`config.mk`:
```
export PLATFORM = sky130hd
export DESIGN_NAME = ysyx_25020047_lsu_ctrl_flat
export DESIGN_NICKNAME = d
export VERILOG_FILES = /design/src/rtl/ysyx_25020047_lsu_ctrl_pkg.sv /design/src/rtl/ysyx_25020047_lsu_ctrl_if.sv /design/src/rtl/ysyx_25020047_lsu_ctrl_align.sv /design/src/rtl/ysyx_25020047_lsu_ctrl.sv /design/src/flat_wrapper.sv
export SDC_FILE = /design/constraint.sdc
export NUM_CORES = 1
export LEC_CHECK = 0
export ABC_CLOCK_PERIOD_IN_PS = 5200
export CAP_MARGIN = 20
export CORE_ASPECT_RATIO = 0.6
export CORE_UTILIZATION = 45
export CTS_BUF_LIST = sky130_fd_sc_hd__clkbuf_2 sky130_fd_sc_hd__clkbuf_4 sky130_fd_sc_hd__clkbuf_8
export DETAILED_ROUTE_END_ITERATION = 8
export PLACE_DENSITY = 0.82
export SYNTH_ARGS = -nofsm -noshare
export SYNTH_HDL_FRONTEND = slang
export SYNTH_HIERARCHICAL = 1
export SYNTH_SLANG_ARGS = --single-unit
```
`constraint.sdc`:
```
create_clock -name clk -period 5.2 [get_ports clk]
set_clock_uncertainty 0.2 [all_clocks]
set_input_delay 1.04 -clock clk [delete_from_list [all_inputs] [get_ports clk]]
set_output_delay 1.04 -clock clk [all_outputs]
set_load 0.02 [all_outputs]
```
`src/rtl/ysyx_25020047_lsu_ctrl_pkg.sv`:
```
// Shared types and codes for the load/store controller: FSM states,
// funct3 width encodings and completion fault codes.
package ysyx_25020047_lsu_pkg;

    typedef enum logic [1:0] {
        ST_IDLE,
        ST_REQ,
        ST_WAIT,
        ST_DONE
    } lsu_state_e;

    localparam logic [2:0] F3_B  = 3'b000;
    localparam logic [2:0] F3_H  = 3'b001;
    localparam logic [2:0] F3_W  = 3'b010;
    localparam logic [2:0] F3_BU = 3'b100;
    localparam logic [2:0] F3_HU = 3'b101;

    localparam logic [1:0] FAULT_OK       = 2'b00;
    localparam logic [1:0] FAULT_MISALIGN = 2'b01;
    localparam logic [1:0] FAULT_BUSERR   = 2'b10;
    localparam logic [1:0] FAULT_TIMEOUT  = 2'b11;

endpackage

```
`src/rtl/ysyx_25020047_lsu_ctrl_if.sv`:
```
// Data-memory port between the LSU (master) and the memory (slave):
// valid/ready request channel plus a response/ack channel.
interface ysyx_25020047_lsu_ctrl_if;
    logic        mem_req_valid;
    logic        mem_req_ready;
    logic        mem_we;
    logic [31:0] mem_addr;
    logic [31:0] mem_wdata;
    logic [3:0]  mem_wstrb;
    logic        mem_resp_valid;
    logic [31:0] mem_rdata;
    logic        mem_resp_err;

    modport master (
        output mem_req_valid, mem_we, mem_addr, mem_wdata, mem_wstrb,
        input  mem_req_ready, mem_resp_valid, mem_rdata, mem_resp_err
    );

    modport slave (
        input  mem_req_valid, mem_we, mem_addr, mem_wdata, mem_wstrb,
        output mem_req_ready, mem_resp_valid, mem_rdata, mem_resp_err
    );
endinterface

```
`src/rtl/ysyx_25020047_lsu_ctrl_align.sv`:
```
// Combinational lane logic: store data/strobe placement and legality check on
// the incoming request, load byte/half extraction and extension on the response.
module ysyx_25020047_lsu_align
    import ysyx_25020047_lsu_pkg::*;
(
    input  logic [2:0]  req_funct3,
    input  logic [1:0]  req_off,
    input  logic        req_write,
    input  logic [31:0] req_wdata,
    output logic [31:0] st_wdata,
    output logic [3:0]  st_wstrb,
    output logic        illegal,
    input  logic [2:0]  rsp_funct3,
    input  logic [1:0]  rsp_off,
    input  logic [31:0] rsp_rdata,
    output logic [31:0] ld_data
);

    logic [31:0] ld_shift;

    always_comb begin
        st_wdata = req_wdata;
        st_wstrb = 4'b1111;
        illegal  = 1'b0;
        case (req_funct3)
            F3_B: begin
                st_wdata = {24'b0, req_wdata[7:0]} << {req_off, 3'b000};
                st_wstrb = 4'b0001 << req_off;
            end
            F3_H: begin
                st_wdata = {16'b0, req_wdata[15:0]} << {req_off, 3'b000};
                st_wstrb = 4'b0011 << req_off;
                illegal  = req_off[0];
            end
            F3_W:    illegal = (req_off != 2'b00);
            // Unsigned widths only exist for loads
            F3_BU:   illegal = req_write;
            F3_HU:   illegal = req_write | req_off[0];
            default: illegal = 1'b1;
        endcase
    end

    assign ld_shift = rsp_rdata >> {rsp_off, 3'b000};

    always_comb begin
        case (rsp_funct3)
            F3_B:    ld_data = {{24{ld_shift[7]}}, ld_shift[7:0]};
            F3_H:    ld_data = {{16{ld_shift[15]}}, ld_shift[15:0]};
            F3_BU:   ld_data = {24'b0, ld_shift[7:0]};
            F3_HU:   ld_data = {16'b0, ld_shift[15:0]};
            default: ld_data = ld_shift;
        endcase
    end

endmodule

```
`src/rtl/ysyx_25020047_lsu_ctrl.sv`:
```
// Multi-cycle load/store controller: accepts one EXU memory op, runs the
// valid/ready request and response handshake, and reports data or a fault.
module ysyx_25020047_lsu_ctrl
    import ysyx_25020047_lsu_pkg::*;
#(
    parameter int TIMEOUT = 255
) (
    input  logic        clk,
    input  logic        rst,
    input  logic        ex_valid,
    input  logic        ex_read,
    input  logic        ex_write,
    input  logic [2:0]  ex_funct3,
    input  logic [31:0] ex_addr,
    input  logic [31:0] ex_wdata,
    output logic        ex_ready,
    output logic        busy,
    ysyx_25020047_lsu_ctrl_if.master mem,
    output logic        lsu_done,
    output logic [31:0] lsu_rdata,
    output logic [1:0]  lsu_fault
);

    localparam logic [9:0] TIMEOUT_CNT = 10'(TIMEOUT);

    lsu_state_e  state_q, state_d;
    logic [9:0]  cnt_q, cnt_d, cnt_inc;
    logic [31:0] addr_q, addr_d;
    logic        we_q, we_d;
    logic [31:0] wdata_q, wdata_d;
    logic [3:0]  wstrb_q, wstrb_d;
    logic [2:0]  funct3_q, funct3_d;
    logic [1:0]  off_q, off_d;
    logic        req_valid_q, req_valid_d;
    logic        done_q, done_d;
    logic [31:0] rdata_q, rdata_d;
    logic [1:0]  fault_q, fault_d;

    logic [31:0] st_wdata;
    logic [3:0]  st_wstrb;
    logic        illegal;
    logic [31:0] ld_data;
    logic        timeout_hit;

    ysyx_25020047_lsu_align u_align (
        .req_funct3 (ex_funct3),
        .req_off    (ex_addr[1:0]),
        .req_write  (ex_write),
        .req_wdata  (ex_wdata),
        .st_wdata   (st_wdata),
        .st_wstrb   (st_wstrb),
        .illegal    (illegal),
        .rsp_funct3 (funct3_q),
        .rsp_off    (off_q),
        .rsp_rdata  (mem.mem_rdata),
        .ld_data    (ld_data)
    );

    assign cnt_inc     = cnt_q + 10'd1;
    assign timeout_hit = (cnt_inc == TIMEOUT_CNT);

    always_comb begin
        state_d     = state_q;
        cnt_d       = cnt_q;
        addr_d      = addr_q;
        we_d        = we_q;
        wdata_d     = wdata_q;
        wstrb_d     = wstrb_q;
        funct3_d    = funct3_q;
        off_d       = off_q;
        req_valid_d = req_valid_q;
        done_d      = 1'b0;
        rdata_d     = rdata_q;
        fault_d     = fault_q;
        case (state_q)
            ST_IDLE: begin
                if (ex_valid && (ex_read || ex_write)) begin
                    cnt_d    = '0;
                    addr_d   = {ex_addr[31:2], 2'b00};
                    we_d     = ex_write;
                    wdata_d  = st_wdata;
                    wstrb_d  = ex_write ? st_wstrb : 4'b0000;
                    funct3_d = ex_funct3;
                    off_d    = ex_addr[1:0];
                    // Bad requests complete immediately without touching the bus
                    if ((ex_read && ex_write) || illegal) begin
                        state_d = ST_DONE;
                        done_d  = 1'b1;
                        fault_d = FAULT_MISALIGN;
                        rdata_d = '0;
                    end else begin
                        state_d     = ST_REQ;
                        req_valid_d = 1'b1;
                    end
                end
            end
            ST_REQ: begin
                cnt_d = cnt_inc;
                if (timeout_hit) begin
                    state_d     = ST_DONE;
                    req_valid_d = 1'b0;
                    done_d      = 1'b1;
                    fault_d     = FAULT_TIMEOUT;
                    rdata_d     = '0;
                end else if (mem.mem_req_ready) begin
                    state_d     = ST_WAIT;
                    req_valid_d = 1'b0;
                end
            end
            ST_WAIT: begin
                cnt_d = cnt_inc;
                if (mem.mem_resp_valid) begin
                    state_d = ST_DONE;
                    done_d  = 1'b1;
                    fault_d = mem.mem_resp_err ? FAULT_BUSERR : FAULT_OK;
                    rdata_d = (we_q || mem.mem_resp_err) ? 32'd0 : ld_data;
                end else if (timeout_hit) begin
                    state_d = ST_DONE;
                    done_d  = 1'b1;
                    fault_d = FAULT_TIMEOUT;
                    rdata_d = '0;
                end
            end
            ST_DONE: state_d = ST_IDLE;
            default: state_d = ST_IDLE;
        endcase
    end

    always_ff @(posedge clk or posedge rst) begin
        if (rst) begin
            state_q     <= ST_IDLE;
            cnt_q       <= '0;
            addr_q      <= '0;
            we_q        <= 1'b0;
            wdata_q     <= '0;
            wstrb_q     <= '0;
            funct3_q    <= '0;
            off_q       <= '0;
            req_valid_q <= 1'b0;
            done_q      <= 1'b0;
            rdata_q     <= '0;
            fault_q     <= FAULT_OK;
        end else begin
            state_q     <= state_d;
            cnt_q       <= cnt_d;
            addr_q      <= addr_d;
            we_q        <= we_d;
            wdata_q     <= wdata_d;
            wstrb_q     <= wstrb_d;
            funct3_q    <= funct3_d;
            off_q       <= off_d;
            req_valid_q <= req_valid_d;
            done_q      <= done_d;
            rdata_q     <= rdata_d;
            fault_q     <= fault_d;
        end
    end

    assign ex_ready          = (state_q == ST_IDLE) & ~rst;
    assign busy              = (state_q != ST_IDLE);
    assign mem.mem_req_valid = req_valid_q;
    assign mem.mem_we        = we_q;
    assign mem.mem_addr      = addr_q;
    assign mem.mem_wdata     = wdata_q;
    assign mem.mem_wstrb     = wstrb_q;
    assign lsu_done          = done_q;
    assign lsu_rdata         = rdata_q;
    assign lsu_fault         = fault_q;

endmodule

```
`src/flat_wrapper.sv`:
```
// flat-port wrapper written by rule: the top's interface ports become plain ports
module ysyx_25020047_lsu_ctrl_flat import ysyx_25020047_lsu_pkg::*;
#(
    parameter int TIMEOUT = 255
)
  (clk, rst, ex_valid, ex_read, ex_write, ex_funct3, ex_addr, ex_wdata, ex_ready, busy, lsu_done, lsu_rdata, lsu_fault, mem_mem_req_valid, mem_mem_we, mem_mem_addr, mem_mem_wdata, mem_mem_wstrb, mem_mem_req_ready, mem_mem_resp_valid, mem_mem_rdata, mem_mem_resp_err);
  ysyx_25020047_lsu_ctrl_if mem_i ();
  input  logic clk;
  input  logic rst;
  input  logic ex_valid;
  input  logic ex_read;
  input  logic ex_write;
  input  logic [2:0] ex_funct3;
  input  logic [31:0] ex_addr;
  input  logic [31:0] ex_wdata;
  output logic ex_ready;
  output logic busy;
  output logic lsu_done;
  output logic [31:0] lsu_rdata;
  output logic [1:0] lsu_fault;
  output wire logic [$bits(mem_i.mem_req_valid)-1:0] mem_mem_req_valid;
  output wire logic [$bits(mem_i.mem_we)-1:0] mem_mem_we;
  output wire logic [$bits(mem_i.mem_addr)-1:0] mem_mem_addr;
  output wire logic [$bits(mem_i.mem_wdata)-1:0] mem_mem_wdata;
  output wire logic [$bits(mem_i.mem_wstrb)-1:0] mem_mem_wstrb;
  input wire logic [$bits(mem_i.mem_req_ready)-1:0] mem_mem_req_ready;
  input wire logic [$bits(mem_i.mem_resp_valid)-1:0] mem_mem_resp_valid;
  input wire logic [$bits(mem_i.mem_rdata)-1:0] mem_mem_rdata;
  input wire logic [$bits(mem_i.mem_resp_err)-1:0] mem_mem_resp_err;
  assign mem_mem_req_valid = mem_i.mem_req_valid;
  assign mem_mem_we = mem_i.mem_we;
  assign mem_mem_addr = mem_i.mem_addr;
  assign mem_mem_wdata = mem_i.mem_wdata;
  assign mem_mem_wstrb = mem_i.mem_wstrb;
  assign mem_i.mem_req_ready = mem_mem_req_ready;
  assign mem_i.mem_resp_valid = mem_mem_resp_valid;
  assign mem_i.mem_rdata = mem_mem_rdata;
  assign mem_i.mem_resp_err = mem_mem_resp_err;
  ysyx_25020047_lsu_ctrl #(.TIMEOUT(TIMEOUT)) u_core (.clk(clk), .rst(rst), .ex_valid(ex_valid), .ex_read(ex_read), .ex_write(ex_write), .ex_funct3(ex_funct3), .ex_addr(ex_addr), .ex_wdata(ex_wdata), .ex_ready(ex_ready), .busy(busy), .mem(mem_i), .lsu_done(lsu_done), .lsu_rdata(lsu_rdata), .lsu_fault(lsu_fault));
endmodule
```
[Word level (Yosys, flattened, before mapping)]
Cells that the tools add are included.
Storage, ports and cells
  register bits after elaboration: 120
Operators by class
  multiplexer cells: 36
  reduce and logical (&&, ||, !) cells: 19
  shift-type cells: 5
  equal/unequal tests: 16
  bitwise operators: 3
  add/sub/neg operators: 1
Operator list (count)
  two-way mux 32 bit: 5
  one-hot mux 32 bit (4 select lines): 1
  one-hot mux 32 bit (3 select lines): 1
  one-hot mux 32 bit (2 select lines): 1
  left shift 16 x 5 -> 32 bit: 1
  left shift 8 x 5 -> 32 bit: 1
  >> shifter 32 x 5 -> 32 bit: 1
  two-way mux 2 bit: 11
  one-hot mux 10 bit (2 select lines): 1
  equality test 3 bit (second input constant): 4
  adder 10 x 1 -> 10 bit (second input constant): 1
  equality test 10 x 8 -> 1 bit (second input constant): 1
  two-way mux 10 bit: 1
  two-way mux 1 bit: 8
  one-hot mux 2 bit (4 select lines): 1
  one-hot mux 4 bit (2 select lines): 1
  nonzero test 2 bit: 4
  equality test 3 x 1 -> 1 bit (second input constant): 2
  logical NOT 3 bit: 2
  != test 3 x 2 -> 1 bit (second input constant): 2
  one-hot mux 2 bit (3 select lines): 1
  AND reduction 3 bit: 2
  one-hot mux 1 bit (5 select lines): 1
  equality test 2 bit (second input constant): 2
  other kinds (19): 24

[Longest topological paths before layout]
  depth after elaboration: 6
  depth in mapped cells: 9
  mapped depth without buffers: 7

[Hierarchy]
Netlist, hierarchy kept.
By module, submodules not included
  ysyx_25020047_lsu_ctrl: instances 1, sequential area each 3002.9 µm², cells an instance 484, area an instance 5522.8 µm²
  ysyx_25020047_lsu_align: instances 1, sequential area each 0.0 µm², cells an instance 207, area an instance 1286.2 µm²

[Worst setup path before layout]
OpenSTA, ideal clock, no wires.
  kind: input port to flip-flop
  from: input port ex_write
  to: register u_core.addr_q[10], in the netlist u_core/mem.mem_addr[10]
  cell stages on the path: 5
  arrival time: 2.637 ns
  required time: 4.875 ns
  buffers on the path: 3
  path slack: 2.239 ns
  setup time: 0.125 ns
  path through: clkbuf_1 > o211ai_1 > clkbuf_1 > clkbuf_1 > mux2_2
On the way
  cells in the longest elaborated chain, start to end: 3
RTL lines
  from (decl): RTL line flat_wrapper.sv:12  | input logic ex_write;
  logical OR 1 bit: RTL line ysyx_25020047_lsu_ctrl.sv:77  | if (ex_valid && (ex_read || ex_write)) begin
  logical AND 1 bit: RTL line ysyx_25020047_lsu_ctrl.sv:77
  AND reduction 2 bit (no line)
  to (signal assigned): RTL line ysyx_25020047_lsu_ctrl.sv:146  | addr_q <= addr_d;
  to (decl): RTL line ysyx_25020047_lsu_ctrl.sv:28  | logic [31:0] addr_q, addr_d;
No other way between the ends.
A chain may end at the register's enable or synchronous reset.

[Worst setup path after layout]
  from: input port ex_addr[0]
  to: register u_core.fault_q[1], in the netlist u_core/lsu_fault[1]
On the way
  cells in the longest elaborated chain, start to end: 5
RTL lines
  from (decl): RTL line flat_wrapper.sv:14  | input logic [31:0] ex_addr;
  OR 1 bit or nonzero test 2 bit (tied branches): RTL line ysyx_25020047_lsu_ctrl_align.sv:38, ysyx_25020047_lsu_ctrl_align.sv:35
  one-hot mux 1 bit (5 select lines) *: RTL line ysyx_25020047_lsu_ctrl_align.sv:25  | case (req_funct3)
  named net u_core.illegal: RTL line ysyx_25020047_lsu_ctrl.sv:41  | logic illegal;
  logical OR 1 bit *: RTL line ysyx_25020047_lsu_ctrl.sv:86  | if ((ex_read && ex_write) || illegal) begin
  != test 2 x 1 -> 1 bit (no line) *
  AND reduction 3 bit (no line) *
  to (signal assigned): RTL line ysyx_25020047_lsu_ctrl.sv:155  | fault_q <= fault_d;
  to (decl): RTL line ysyx_25020047_lsu_ctrl.sv:37  | logic [1:0] fault_q, fault_d;
The timed path passes the listed nets; every way through them passes the cells marked *.

==> reports/results.tsv <==
stage	metric	value	unit
cells_and_area	fillers	1173	
logic_synthesis	ys_ff_latch	120	
sta	final_hold_viol_count	0	
power_and_ir_drop	power_density	545	nW/um^2
sta	rsz0062_at_grt	false	
placed_design	place.port_buffers	211	
setup_path	max_stage_delay	0.70	ns
setup_path	r2r_slack	1.92	ns
job	cap_violations	0	
clock_network	cts_setup_buffers	0	
floorplan	core.rowCount	34	
setup_path	cp_max_fo	34	
routing	first_iter_violations	546	
floorplan	die_h	97.3	um
global_route	grt_max_degree	76	
global_route	antenna_found_initial	0	
logic_synthesis	yosysSeqAreaShare	0.441	
floorplan	core-area	14600	um^2
sta	fmax	276	MHz
global_route	grt_pass1_vias	6200	
sta	hold_ws	0.282	ns
logic_synthesis	yosysUniqueCellTypes	60	
logic_synthesis	netlist_instances	691	
sta	worst-slew-pin-transition	1.06	ns
status	status	finished clean	
logic_synthesis	synth_top_area_cell	dfrtp_1	
setup_path	crit_family	compound AO/OA/AOI/OAI gates	
worst_hold_path	hold_class	register to register	
logic_synthesis	yosysTopAreaCellShare	0.441	
setup_path	cp_data_arrival_time	3.79	ns
floorplan	start_util	0.465	
cells_and_area	syn2layout_area_growth	37.7	%
logic_synthesis	synth_edf_count	0	
routing	drtPass1Iterations	6	
logic_synthesis	synth_top_cells_by_count	120 x dfrtp_1, 68 x mux2_2, 52 x inv_1	
clock_network	cts_tree	done	
floorplan	die_w	161	um
sta	setup_tns	0	ns
logic_synthesis	syn_area	6810	um^2
clock_network	cts_made_buffers	17	
clock_network	cts_hold_buf	0	
clock_network	cts_resized	0	
cells_and_area	layout.nets	993	
routing	wl	21.1	mm
sta	finalSetupViolations	0	
clock_network	cts_root_buffer	clkbuf_8	
routing	viasPerCell	5.70	
sta	min_period_over_period	0.697	
setup_path	critPathLaunchType	primary input	
cells_and_area	drive_above_1_share	0.139	
setup_path	cpMaxStageDelayCell	clkdlybuf4s50_1	
setup_path	crit_required	5.37	ns
logic_synthesis	synthTopCellsByArea	dfrtp_1 44%, mux2_2 11%, a22oi_1 5.2%	
clock_network	clkTransAtPathRegs	0.08	ns
global_route	grt.overflow.total	0	
setup_path	worstPathBufferInverterCount	1	
routing	avgRoutedWirePerCell	19.3	um
global_route	grt_pass1_wl	33.4	mm
power_and_ir_drop	peakVddDrop	0.378	mV
global_route	grtUsageTotal	0.274	
routing	drc	0	
logic_synthesis	avgSynthCellArea	9.85	um^2
setup_path	crit_path_frequent_cell	a21oi_1	
logic_synthesis	synth_flop_cell	dfrtp_1	
routing	antenna_left	0	
power_and_ir_drop	cellLeakagePower	3.86	nW
placed_design	placedCellCount	1059	
logic_synthesis	async_flop_share	1.00	
floorplan	die_area	15600	um^2
setup_path	cp-end-kind	register	
cells_and_area	antenna_cells	0	
clock_network	cts_sinks	120	
cells_and_area	stdcell_count	1091	
routing	vias	6220	
clock_network	htreeDepth	4	
placed_design	dpl.hpwl	15.2	mm
placed_design	gp_congestion	0.870	
setup_path	crit_chain	clkdlybuf4s50_1, a221oi_1, a21oi_1, a21oi_1, and2_1, or2_2, o21ai_0, a21bo_2	
logic_synthesis	yosysWarnings	6	
floorplan	io_pins	214	
setup_path	critPathKind	primary input to register	
logic_synthesis	synth_most_common_cell	dfrtp_1	
clock_network	cts_buffer_depth	2	
sta	period_needed	3.62	ns
clock_network	clk-insertion-delay-late	0.42	ns
sta	slew_violations	0	
sta	slew_headroom	0.296	
-- cell families after synthesis --
group / synth area share
muxes: 0.142
xor gates and xnor gates: 0.00129
and+or+nand+nor: 0.105
adders and majority gates: 0.0110
other: 0.000551
buffers and inverters: 0.0665
DFF: 0.441
AOI/OAI and AO/OA: 0.233
-- tightest hold or removal path: stages (launching register included) --
cell and delay (ns):
dfrtp_1 0.34, nand2_1 0.05, o21ai_0 0.06
-- worst paths after layout --
| check | startpoint | to | cells after the start |
|---|---|---|---|
| max | ex_addr[0] | u_core/lsu_fault[1] | 8 |
| min | u_core/mem.mem_wstrb[2] | u_core/mem.mem_wstrb[2] | 2 |
| max reg2reg | u_core/off_q[0] | u_core/lsu_rdata[20] | 7 |
| min reg2reg | u_core/mem.mem_wstrb[2] | u_core/mem.mem_wstrb[2] | 2 |
| max in group asynchronous | rst | u_core/lsu_rdata[25] | 3 |
| min in group asynchronous | rst | u_core/mem.mem_wdata[3] | 2 |
-- state kept, by name, summed over array words and instances, names as in the netlist --
signal                    count
u_core/cnt_q                 10
u_core/funct3_q               3
u_core/lsu_done               1
u_core/lsu_fault              2
u_core/lsu_rdata             32
u_core/mem.mem_addr          30
u_core/mem.mem_req_valid      1
u_core/mem.mem_wdata         32
u_core/mem.mem_we             1
u_core/mem.mem_wstrb          4
u_core/off_q                  2
u_core/state_q                2
-- per-layer routing --
| metal | wire length [um] | vias to the layer above | part of all wire | track usage |
|---|---|---|---|---|
| met5 | 0 | - | 0 | 0 |
| met4 | 181 | 0 | 0.0086 | 0.0675 |
| met3 | 2200 | 19 | 0.10 | 0.0773 |
| met2 | 8950 | 308 | 0.42 | 0.394 |
| met1 | 9730 | 2995 | 0.46 | 0.405 |
| li1 | - | 2898 | - | - |
-- where the power goes --
group,internal [mW],switching [mW]
sequential,1.26,0.276
combinational,1.19,1.55
clock,0.401,0.426
-- area by class of cell --
class                   instances  area [um^2]  share of cell area
flip-flops and latches        120         3000               0.320
inverters                      52          198              0.0211
clock inverters                14          138              0.0147
clock buffers                  18          248              0.0264
multi-input cells             471         3370               0.359
repair buffers                218         2180               0.232
well taps                     198          248              0.0264
-- per-stage QoR --
step | util | total power [mW] | setup WS, ns | area, um^2
2_1_floorplan | - | 3.22 | 0.774 | 6810
3_3_place_gp | 0.614 | 4.18 | 1.30 | 8990
3_5_place_dp | 0.614 | 4.25 | 1.18 | 8990
4_1_cts | 0.641 | 5.10 | 1.64 | 9380
5_1_grt | 0.641 | 5.40 | 1.35 | 9380
6_report | 0.641 | 5.11 | 1.58 | 9380
-- layout by cell type (no fill, tap or decap), types with 14 or more instances in the layout --
cell	count
o21ai_0	44
a211oi_1	14
a22oi_1	47
inv_1	51
nor2_1	33
mux2i_1	20
a21oi_1	48
o31ai_1	40
dfrtp_1	120
nand2_1	50
clkdlybuf4s50_1	211
clkbuf_8	18
nor2b_1	15
mux2_2	68
No activity file was read; power rests on OpenSTA's default activity.
